`src/rtl/jkff_bank_multimode.sv`:
```
// jkff_bank_multimode: WIDTH-bit bank of flip-flops whose shared mode selects
// HOLD / D / T / JK / SR behaviour, or up/down counting built from per-bit
// toggle enables. Provides a wrap pulse for counter roll-over and a sticky
// error flag for illegal SR inputs or the reserved mode.
module jkff_bank_multimode #(
    parameter int unsigned          WIDTH   = 4,
    parameter logic [WIDTH-1:0]     RST_VAL = '0
) (
    input  logic             clk,
    input  logic             rst,
    input  logic             en,
    input  logic [2:0]       mode,
    input  logic [WIDTH-1:0] j,
    input  logic [WIDTH-1:0] k,
    input  logic             clr_err,
    output logic [WIDTH-1:0] q,
    output logic [WIDTH-1:0] qbar,
    output logic             wrap,
    output logic             err
);

    typedef enum logic [2:0] {
        MODE_HOLD = 3'd0,
        MODE_D    = 3'd1,
        MODE_T    = 3'd2,
        MODE_JK   = 3'd3,
        MODE_SR   = 3'd4,
        MODE_UP   = 3'd5,
        MODE_DOWN = 3'd6,
        MODE_RSVD = 3'd7
    } mode_t;

    logic [WIDTH-1:0] q_next;
    logic [WIDTH-1:0] up_t;
    logic [WIDTH-1:0] dn_t;
    logic [WIDTH-1:0] mask_lo;
    logic             wrap_next;
    logic             err_set;

    // Per-bit toggle enables for the counter: bit i toggles when all lower
    // bits are 1 (up) or all lower bits are 0 (down). Computed from a
    // low-bit mask per position rather than a self-referencing chain vector.
    always_comb begin
        up_t    = '0;
        dn_t    = '0;
        mask_lo = '0;
        for (int unsigned i = 0; i < WIDTH; i++) begin
            mask_lo = (WIDTH'(1) << i) - WIDTH'(1);
            up_t[i] = &(q | ~mask_lo);
            dn_t[i] = ~|(q & mask_lo);
        end
    end

    // Next-state, wrap and error detection for the selected mode.
    always_comb begin
        q_next    = q;
        wrap_next = 1'b0;
        err_set   = 1'b0;
        case (mode_t'(mode))
            MODE_HOLD: q_next = q;
            MODE_D:    q_next = j;
            MODE_T:    q_next = q ^ j;
            MODE_JK: begin
                for (int unsigned i = 0; i < WIDTH; i++) begin
                    case ({j[i], k[i]})
                        2'b01:   q_next[i] = 1'b0;
                        2'b10:   q_next[i] = 1'b1;
                        2'b11:   q_next[i] = ~q[i];
                        default: q_next[i] = q[i];
                    endcase
                end
            end
            MODE_SR: begin
                for (int unsigned i = 0; i < WIDTH; i++) begin
                    case ({j[i], k[i]})
                        2'b01:   q_next[i] = 1'b0;
                        2'b10:   q_next[i] = 1'b1;
                        2'b11:   err_set   = 1'b1;
                        default: q_next[i] = q[i];
                    endcase
                end
            end
            MODE_UP: begin
                q_next    = q ^ up_t;
                wrap_next = &q;
            end
            MODE_DOWN: begin
                q_next    = q ^ dn_t;
                wrap_next = ~|q;
            end
            MODE_RSVD: err_set = 1'b1;
        endcase
    end

    // State register: q, wrap pulse and sticky err; a new error beats clr_err.
    always_ff @(posedge clk or posedge rst) begin
        if (rst) begin
            q    <= RST_VAL;
            wrap <= 1'b0;
            err  <= 1'b0;
        end else if (en) begin
            q    <= q_next;
            wrap <= wrap_next;
            if (err_set)
                err <= 1'b1;
            else if (clr_err)
                err <= 1'b0;
        end else begin
            wrap <= 1'b0;
        end
    end

    // Complement output follows q with no register stage.
    always_comb begin
        qbar = ~q;
    end

endmodule

```
`config.mk`:
```
export PLATFORM = sky130hd
export DESIGN_NAME = jkff_bank_multimode
export DESIGN_NICKNAME = d
export VERILOG_FILES = /design/src/rtl/jkff_bank_multimode.sv
export SDC_FILE = /design/constraint.sdc
export NUM_CORES = 1
export LEC_CHECK = 0
export CORE_AREA = 2 2 49 51
export CTS_BUF_LIST = sky130_fd_sc_hd__clkbuf_8
export CTS_CLUSTER_SIZE = 30
export DETAILED_ROUTE_END_ITERATION = 7
export DIE_AREA = 0 0 51 53
export PLACE_DENSITY = 0.75
export SLEW_MARGIN = 25
export SYNTH_ARGS = -nofsm -noshare
export SYNTH_HDL_FRONTEND = slang
export SYNTH_SLANG_ARGS = --single-unit
export TNS_END_PERCENT = 30
```
`constraint.sdc`:
```
create_clock -name clk -period 2.6 [get_ports clk]
set_input_delay 0.52 -clock clk [delete_from_list [all_inputs] [get_ports clk]]
set_output_delay 0.52 -clock clk [all_outputs]
set_load 0.05 [all_outputs]
```
==> results of run 1 <==
==> cells by family (layout without fill, tap and decap cells) <==
| kind of cell | Yosys count | count (layout) | synth area share [%] |
|---|---|---|---|
| AND/OR/NAND/NOR | 44 | 44 | 22.70 |
| AO/OA/AOI/OAI | 39 | 39 | 28.06 |
| buffers and inverters | 26 | 48 | 11.48 |
| adder cells (fa/ha/maj) | 14 | 14 | 17.86 |
| flip-flops | 6 | 6 | 15.31 |
| XOR/XNOR | 4 | 4 | 3.571 |
| multiplexers | 1 | 1 | 1.020 |
==> cells in the final DEF (no fill, tap or decap), types with 2 or more instances in the layout <==
cell type | netlist | routed
a21o_1 | 2 | 2
a21oi_1 | 10 | 10
a311o_1 | 2 | 2
a311oi_1 | 3 | 3
buf_4 | 1 | 3
clkbuf_8 | 0 | 3
clkdlybuf4s50_1 | 0 | 24
dfrtp_1 | 6 | 6
ha_1 | 14 | 14
inv_1 | 18 | 18
nand2_1 | 13 | 13
nand3_1 | 4 | 4
nand4_1 | 2 | 2
nor2_1 | 10 | 10
nor2b_1 | 2 | 2
nor3_1 | 3 | 3
nor4_1 | 2 | 2
o2111ai_1 | 2 | 2
o21a_1 | 2 | 2
o21ai_0 | 4 | 4
o22ai_1 | 4 | 4
or3_1 | 2 | 2
xnor2_1 | 4 | 4
==> through the flow <==
step	util (%)	power [W]
5_1_grt	59.35	0.0007249
2_1_floorplan	-	0.0004178
3_3_place_gp	57.43	0.0005358
3_5_place_dp	57.43	0.0005415
6_report	59.35	0.0006822
4_1_cts	59.35	0.0006834
==> worst max-delay path, delay by kind of cell, from the launching register on <==
family,cells,cell delay [ns]
DFF,1,0.49
buffers and inverters,2,1.03
==> power breakdown <==
group / switching [W] / internal [W] / total, W
Combinational: 0.000238 / 0.000151 / 0.000389
Clock: 0.0000385 / 0.0000994 / 0.000138
Sequential: 0.0000440 / 0.000111 / 0.000155
Total: 0.000320 / 0.000362 / 0.000682
==> per-layer routing <==
layer / up-vias / part of all wire [%]
met3: 2 / 5.7
met5: - / 0
li1: 521 / -
met2: 39 / 49
met1: 466 / 45
met4: 0 / 0.20
==> worst max-delay path by stage <==
stage	startpoint	to	slack (ns)	cells after the start
2_1_floorplan	q[2]	q[2]	0.58	6
3_3_place_gp	mode[2]	q[2]	0.31	6
3_5_place_dp	mode[2]	q[2]	0.24	6
4_1_cts	q[2]	qbar[2]	0.35	2
5_1_grt	q[2]	qbar[2]	0.29	2
6_report	q[2]	qbar[2]	0.33	2
==> cell type report <==
class	count	area share [%]
flip-flops and latches	6	11.78
multi-input cells	102	56.33
repair buffers	27	20.61
clock buffers	3	3.238
well taps	28	2.748
inverters	18	5.299
==> sequential cells by signal, indices dropped and copies added, names as in the netlist <==
signal / count
err: 1
wrap: 1
q: 4
==> impl_metrics.ini, run 1 <==
[yosys]
ys_seq_area_share_pct = 15.31
synth_seq_cells = 6
async_flop_share_pct = 100.0
synth_ff_type = dfrtp_1
syn_nets = 163
synthTopCellsByCount = 18 x inv_1, 14 x ha_1, 13 x nand2_1
yosysMostFrequentCell = inv_1
synth-edff-count = 0
synth_area_um2 = 980.9
synth_top_area_share_pct = 17.86
ys_warn_count = 0
syn_area_per_cell_um2 = 7.320
ys_types = 41
syn_inst = 134
post-synth-top-area-cell = ha_1
synth.area.top_cells = ha_1 18%, dfrtp_1 15%, inv_1 6.9%

[flow_run]
cap_viol_max_count = 0

[setup_path]
reg2reg_depth = 5
critPathKind = reg2out
crit_required_ns = 2.08
slowest_stage = clkdlybuf4s50_1
cp.arrival_ns = 1.75
path_cells = inv_1, clkdlybuf4s50_1
endpoint_kind = primary output
rrSetupSlack_ns = 0.94
max_stage_delay_ns = 0.83
worstReg2RegEnd = q[2]
r2r_start = q[2]
critical_path.max_fanout = 11
start_kind = register

[timing]
fin_crit_sh_pct = 87.19
final-hold-violation-count = 0
min_period_ns = 2.267
setup_viol_count_final = 0
rsz0062_at_grt = false
hold_slack_ns = 0.4753
setup_tns_ns = 0
slew_viol_final = 0
tightest_slew_ns = 0.5080
clock_skew_ns = 0.003339
worst_slack_ns = 0.3331
fmax_mhz = 441.1
slew_headroom_pct = 66.03

[placed_design]
port_buffers = 24
place_area_um2 = 1234
hpwl_um = 2024
routabilityCongestion = 0.9129
dpl_worst_slack_ns = 0.2424
dp.cells = 181

[clock_tree]
clock_sinks = 6
cts_tree = built
path_clk_slew_ns = 0.04
cts_resized = 0
postCtsSetupBuffers = 0
numCtsBuffers = 3
root_buffer = clkbuf_8
cts.htree.levels = 1
hold_buffers = 0
insertion_delay_ns = 0.22
cts_buffer_depth = 2

[global_route]
met1_usage_pct = 25.43
grt_pass1_vias = 916
grt_overflow = 0
grt_max_degree = 17
grt_pass1_wl_um = 4222
grt.busiest_layer = met2
antenna_found_initial = 0
use_met2_pct = 38.31
grt_util_all_layers_pct = 20.47
gr-usage-met3_pct = 1.695

[cells_and_area]
drive_gt1_share_pct = 7.692
area_growth_pct = 29.97
nets = 187
regArea_um2 = 150.1
num-fill-cells = 203
fin_area_um2 = 1275
fin_cells = 184
multi_input_area_um2 = 718.2
n_antenna_cell = 0

[route]
viasPerCell = 5.587
wl_per_cell_um = 13.89
drc = 0
firstDrtPassIters = 4
drt-initial-drc-count = 40
vias = 1028
final_antenna_net_count = 0
wl_um = 2555

[status]
status = completed

[floorplan]
start_util_pct = 45.66
rows = 17
coreArea_um2 = 2148
die_h_um = 53
die_x_um = 51
die_area_um2 = 2703
pin_count = 25

[pwr]
p_leak_nw = 0.5868
p_per_area_nw_per_um2 = 535.1
ir_drop_mv = 0.2927

[hold_path]
hp-class = reg2reg
min_to = err
min_path_cells = 1
worstHoldStart = err
No activity file was read; power rests on OpenSTA's default activity.
==> run 2: changes to the inputs <==
--- a/config.mk
+++ b/config.mk
@@ -11,7 +11,7 @@
 export DETAILED_ROUTE_END_ITERATION = 7
 export DIE_AREA = 0 0 51 53
 export PLACE_DENSITY = 0.75
-export SLEW_MARGIN = 25
+export SLEW_MARGIN = 5
 export SYNTH_ARGS = -nofsm -noshare
 export SYNTH_HDL_FRONTEND = slang
 export SYNTH_SLANG_ARGS = --single-unit
==> results of run 2 <==
No change in the layout: final DEF, timing and power equal those of run 1.
==> run 3: changes to the inputs <==
--- a/config.mk
+++ b/config.mk
@@ -7,6 +7,7 @@
 export LEC_CHECK = 0
 export CORE_AREA = 2 2 49 51
 export CTS_BUF_LIST = sky130_fd_sc_hd__clkbuf_8
+export CTS_CLUSTER_DIAMETER = 150
 export CTS_CLUSTER_SIZE = 30
 export DETAILED_ROUTE_END_ITERATION = 7
 export DIE_AREA = 0 0 51 53
==> constraint.sdc (replaced) <==
create_clock -name clk -period 2.76 [get_ports clk]
set_input_delay 0.552 -clock clk [delete_from_list [all_inputs] [get_ports clk]]
set_output_delay 0.552 -clock clk [all_outputs]
set_load 0.05 [all_outputs]
==> run 3 against run 2 <==
Worst hold slack better by 0.014 ns. Global-route usage grew 0.13 points. Register-to-register slack better by 0.18 ns. Setup slack better by 0.16 ns. Total power is 5.0% lower. Final area did not move. Clock skew fell by 0.0020 ns. Sequential power down 6%.
==> impl_metrics.ini, run 3 (same netlist as run 1, synthesis figures left out) <==
[cells_and_area]
area_growth_pct = 29.97
num-fill-cells = 196
largest_register_ffs = 4
final_cell_mix = 24 x clkdlybuf4s50_1, 18 x inv_1, 14 x ha_1, 13 x nand2_1
drive_gt1_share_pct = 7.692
top_regs = q x4, err x1, wrap x1
nets = 187
final_common_cell = clkdlybuf4s50_1
n_antenna_cell = 0
regMostFlops = q

[timing]
slew_viol_final = 0
rsz0062_at_grt = false
tightest_slew_ns = 0.5416
slew_headroom_pct = 63.78
fin_crit_sh_pct = 82.27
clock_skew_ns = 0.001369
setup_viol_count_final = 0
min_period_ns = 2.271
fmax_mhz = 440.4
final-hold-violation-count = 0
worst_slack_ns = 0.4893
setup_tns_ns = 0

[global_route]
grt_max_degree = 17
grt_pass1_vias = 990
grt_overflow = 0
grt_pass1_wl_um = 4167
grt_util_all_layers_pct = 20.60
antenna_found_initial = 0

[pwr]
p_sw_share_pct = 47.34
power_frac_comb_pct = 56.4
seqPwrFrac_pct = 22.6
ir_drop_mv = 0.2731
switchingPower_w = 0.0003068
p_leak_nw = 0.5868
intPower_w = 0.0003412
p_per_area_nw_per_um2 = 508.3
pwr-share-clk_pct = 21.0

[clock_tree]
root_buffer = clkbuf_8
cts.htree.levels = 1
cts_resized = 0
cts_tree = built
path_clk_slew_ns = 0.04
postCtsSetupBuffers = 0
clock_sinks = 6
insertion_delay_ns = 0.23
cts_buffer_depth = 2
hold_buffers = 0
numCtsBuffers = 3

[setup_path]
slowest_stage = clkdlybuf4s50_1
critical_path.max_fanout = 11
cp.arrival_ns = 1.72
endpoint_kind = primary output
crit_required_ns = 2.21
path_cells = inv_1, clkdlybuf4s50_1
max_stage_delay_ns = 0.83
start_kind = register
critPathKind = reg2out

[route]
viasPerCell = 5.728
final_antenna_net_count = 0
vias = 1054
drc = 0
drt-initial-drc-count = 26
wl_um = 2502
firstDrtPassIters = 6
wl_per_cell_um = 13.60

[placed_design]
dpl_worst_slack_ns = 0.3170
port_buffers = 24
hpwl_um = 1972
routabilityCongestion = 0.9095

[status]
status = completed

[hold_path]
hp-class = reg2reg

[floorplan]
start_util_pct = 45.66
rows = 17
die_h_um = 53
pin_count = 25
die_x_um = 51
coreArea_um2 = 2148
die_area_um2 = 2703

[flow_run]
cap_viol_max_count = 0
==> run 3: cell counts in the layout (fill, tap and decap cells not counted) <==
No cell type changed its count.
==> run 3: cell type report <==
cell class / instances / area, µm² / share of cell area, %
clock buffer: 3 / 41.29 / 3.238
tap: 28 / 35.03 / 2.748
sequential: 6 / 150.1 / 11.78
multi-input combinational: 102 / 718.2 / 56.33
timing repair buffer: 27 / 262.8 / 20.61
inverter: 18 / 67.56 / 5.299
==> run 3: metal layers <==
| metal | vias to the layer above | GRT usage [%] | routed length, µm |
|---|---|---|---|
| met5 | - | 0 | 0 |
| met4 | 0 | 9.009 | 32 |
| met3 | 5 | 4.237 | 133 |
| met2 | 44 | 35.71 | 1217 |
| met1 | 483 | 24.44 | 1118 |
| li1 | 522 | - | - |
==> run 3: path summary, 6_finish.rpt <==
kind,slack (ns),cells past startpoint,end,startpoint
min,0.49,1,err,err
min reg2reg,0.49,1,err,err
max reg2reg,1.12,5,q[3],q[1]
max,0.49,2,qbar[2],q[2]
max in group asynchronous,2.00,2,q[3],rst
min in group asynchronous,0.55,2,q[1],rst
==> run 3: worst max-delay path: cells and delay by family, from the launching register on <==
| family | cells | cell delay, ns |
|---|---|---|
| buffers and inverters | 2 | 1.01 |
| DFF | 1 | 0.48 |
==> run 3: through the flow <==
step | total power (W) | area, µm² | util [%] | hold slack (ns) | std cells
after global routing | 0.0006824 | 1275 | 59.35 | 0.5221 | 184
after global placement | 0.0005066 | 1234 | 57.43 | 0.4696 | 181
after detailed placement | 0.0005104 | 1234 | 57.43 | 0.4836 | 181
after CTS | 0.0006493 | 1275 | 59.35 | 0.4913 | 184
final | 0.0006480 | 1275 | 59.35 | 0.4895 | 184
after floorplan | 0.0003935 | 980.9 | - | 0.3430 | 134
==> run 3: power groups by stage <==
stage	logic [W]	clock network, W	registers, W
2_1_floorplan	0.000218	0	0.000176
3_5_place_dp	0.000364	0	0.000147
3_3_place_gp	0.000361	0	0.000145
5_1_grt	0.000390	0.000143	0.000150
4_1_cts	0.000366	0.000139	0.000145
6_report	0.000366	0.000136	0.000146
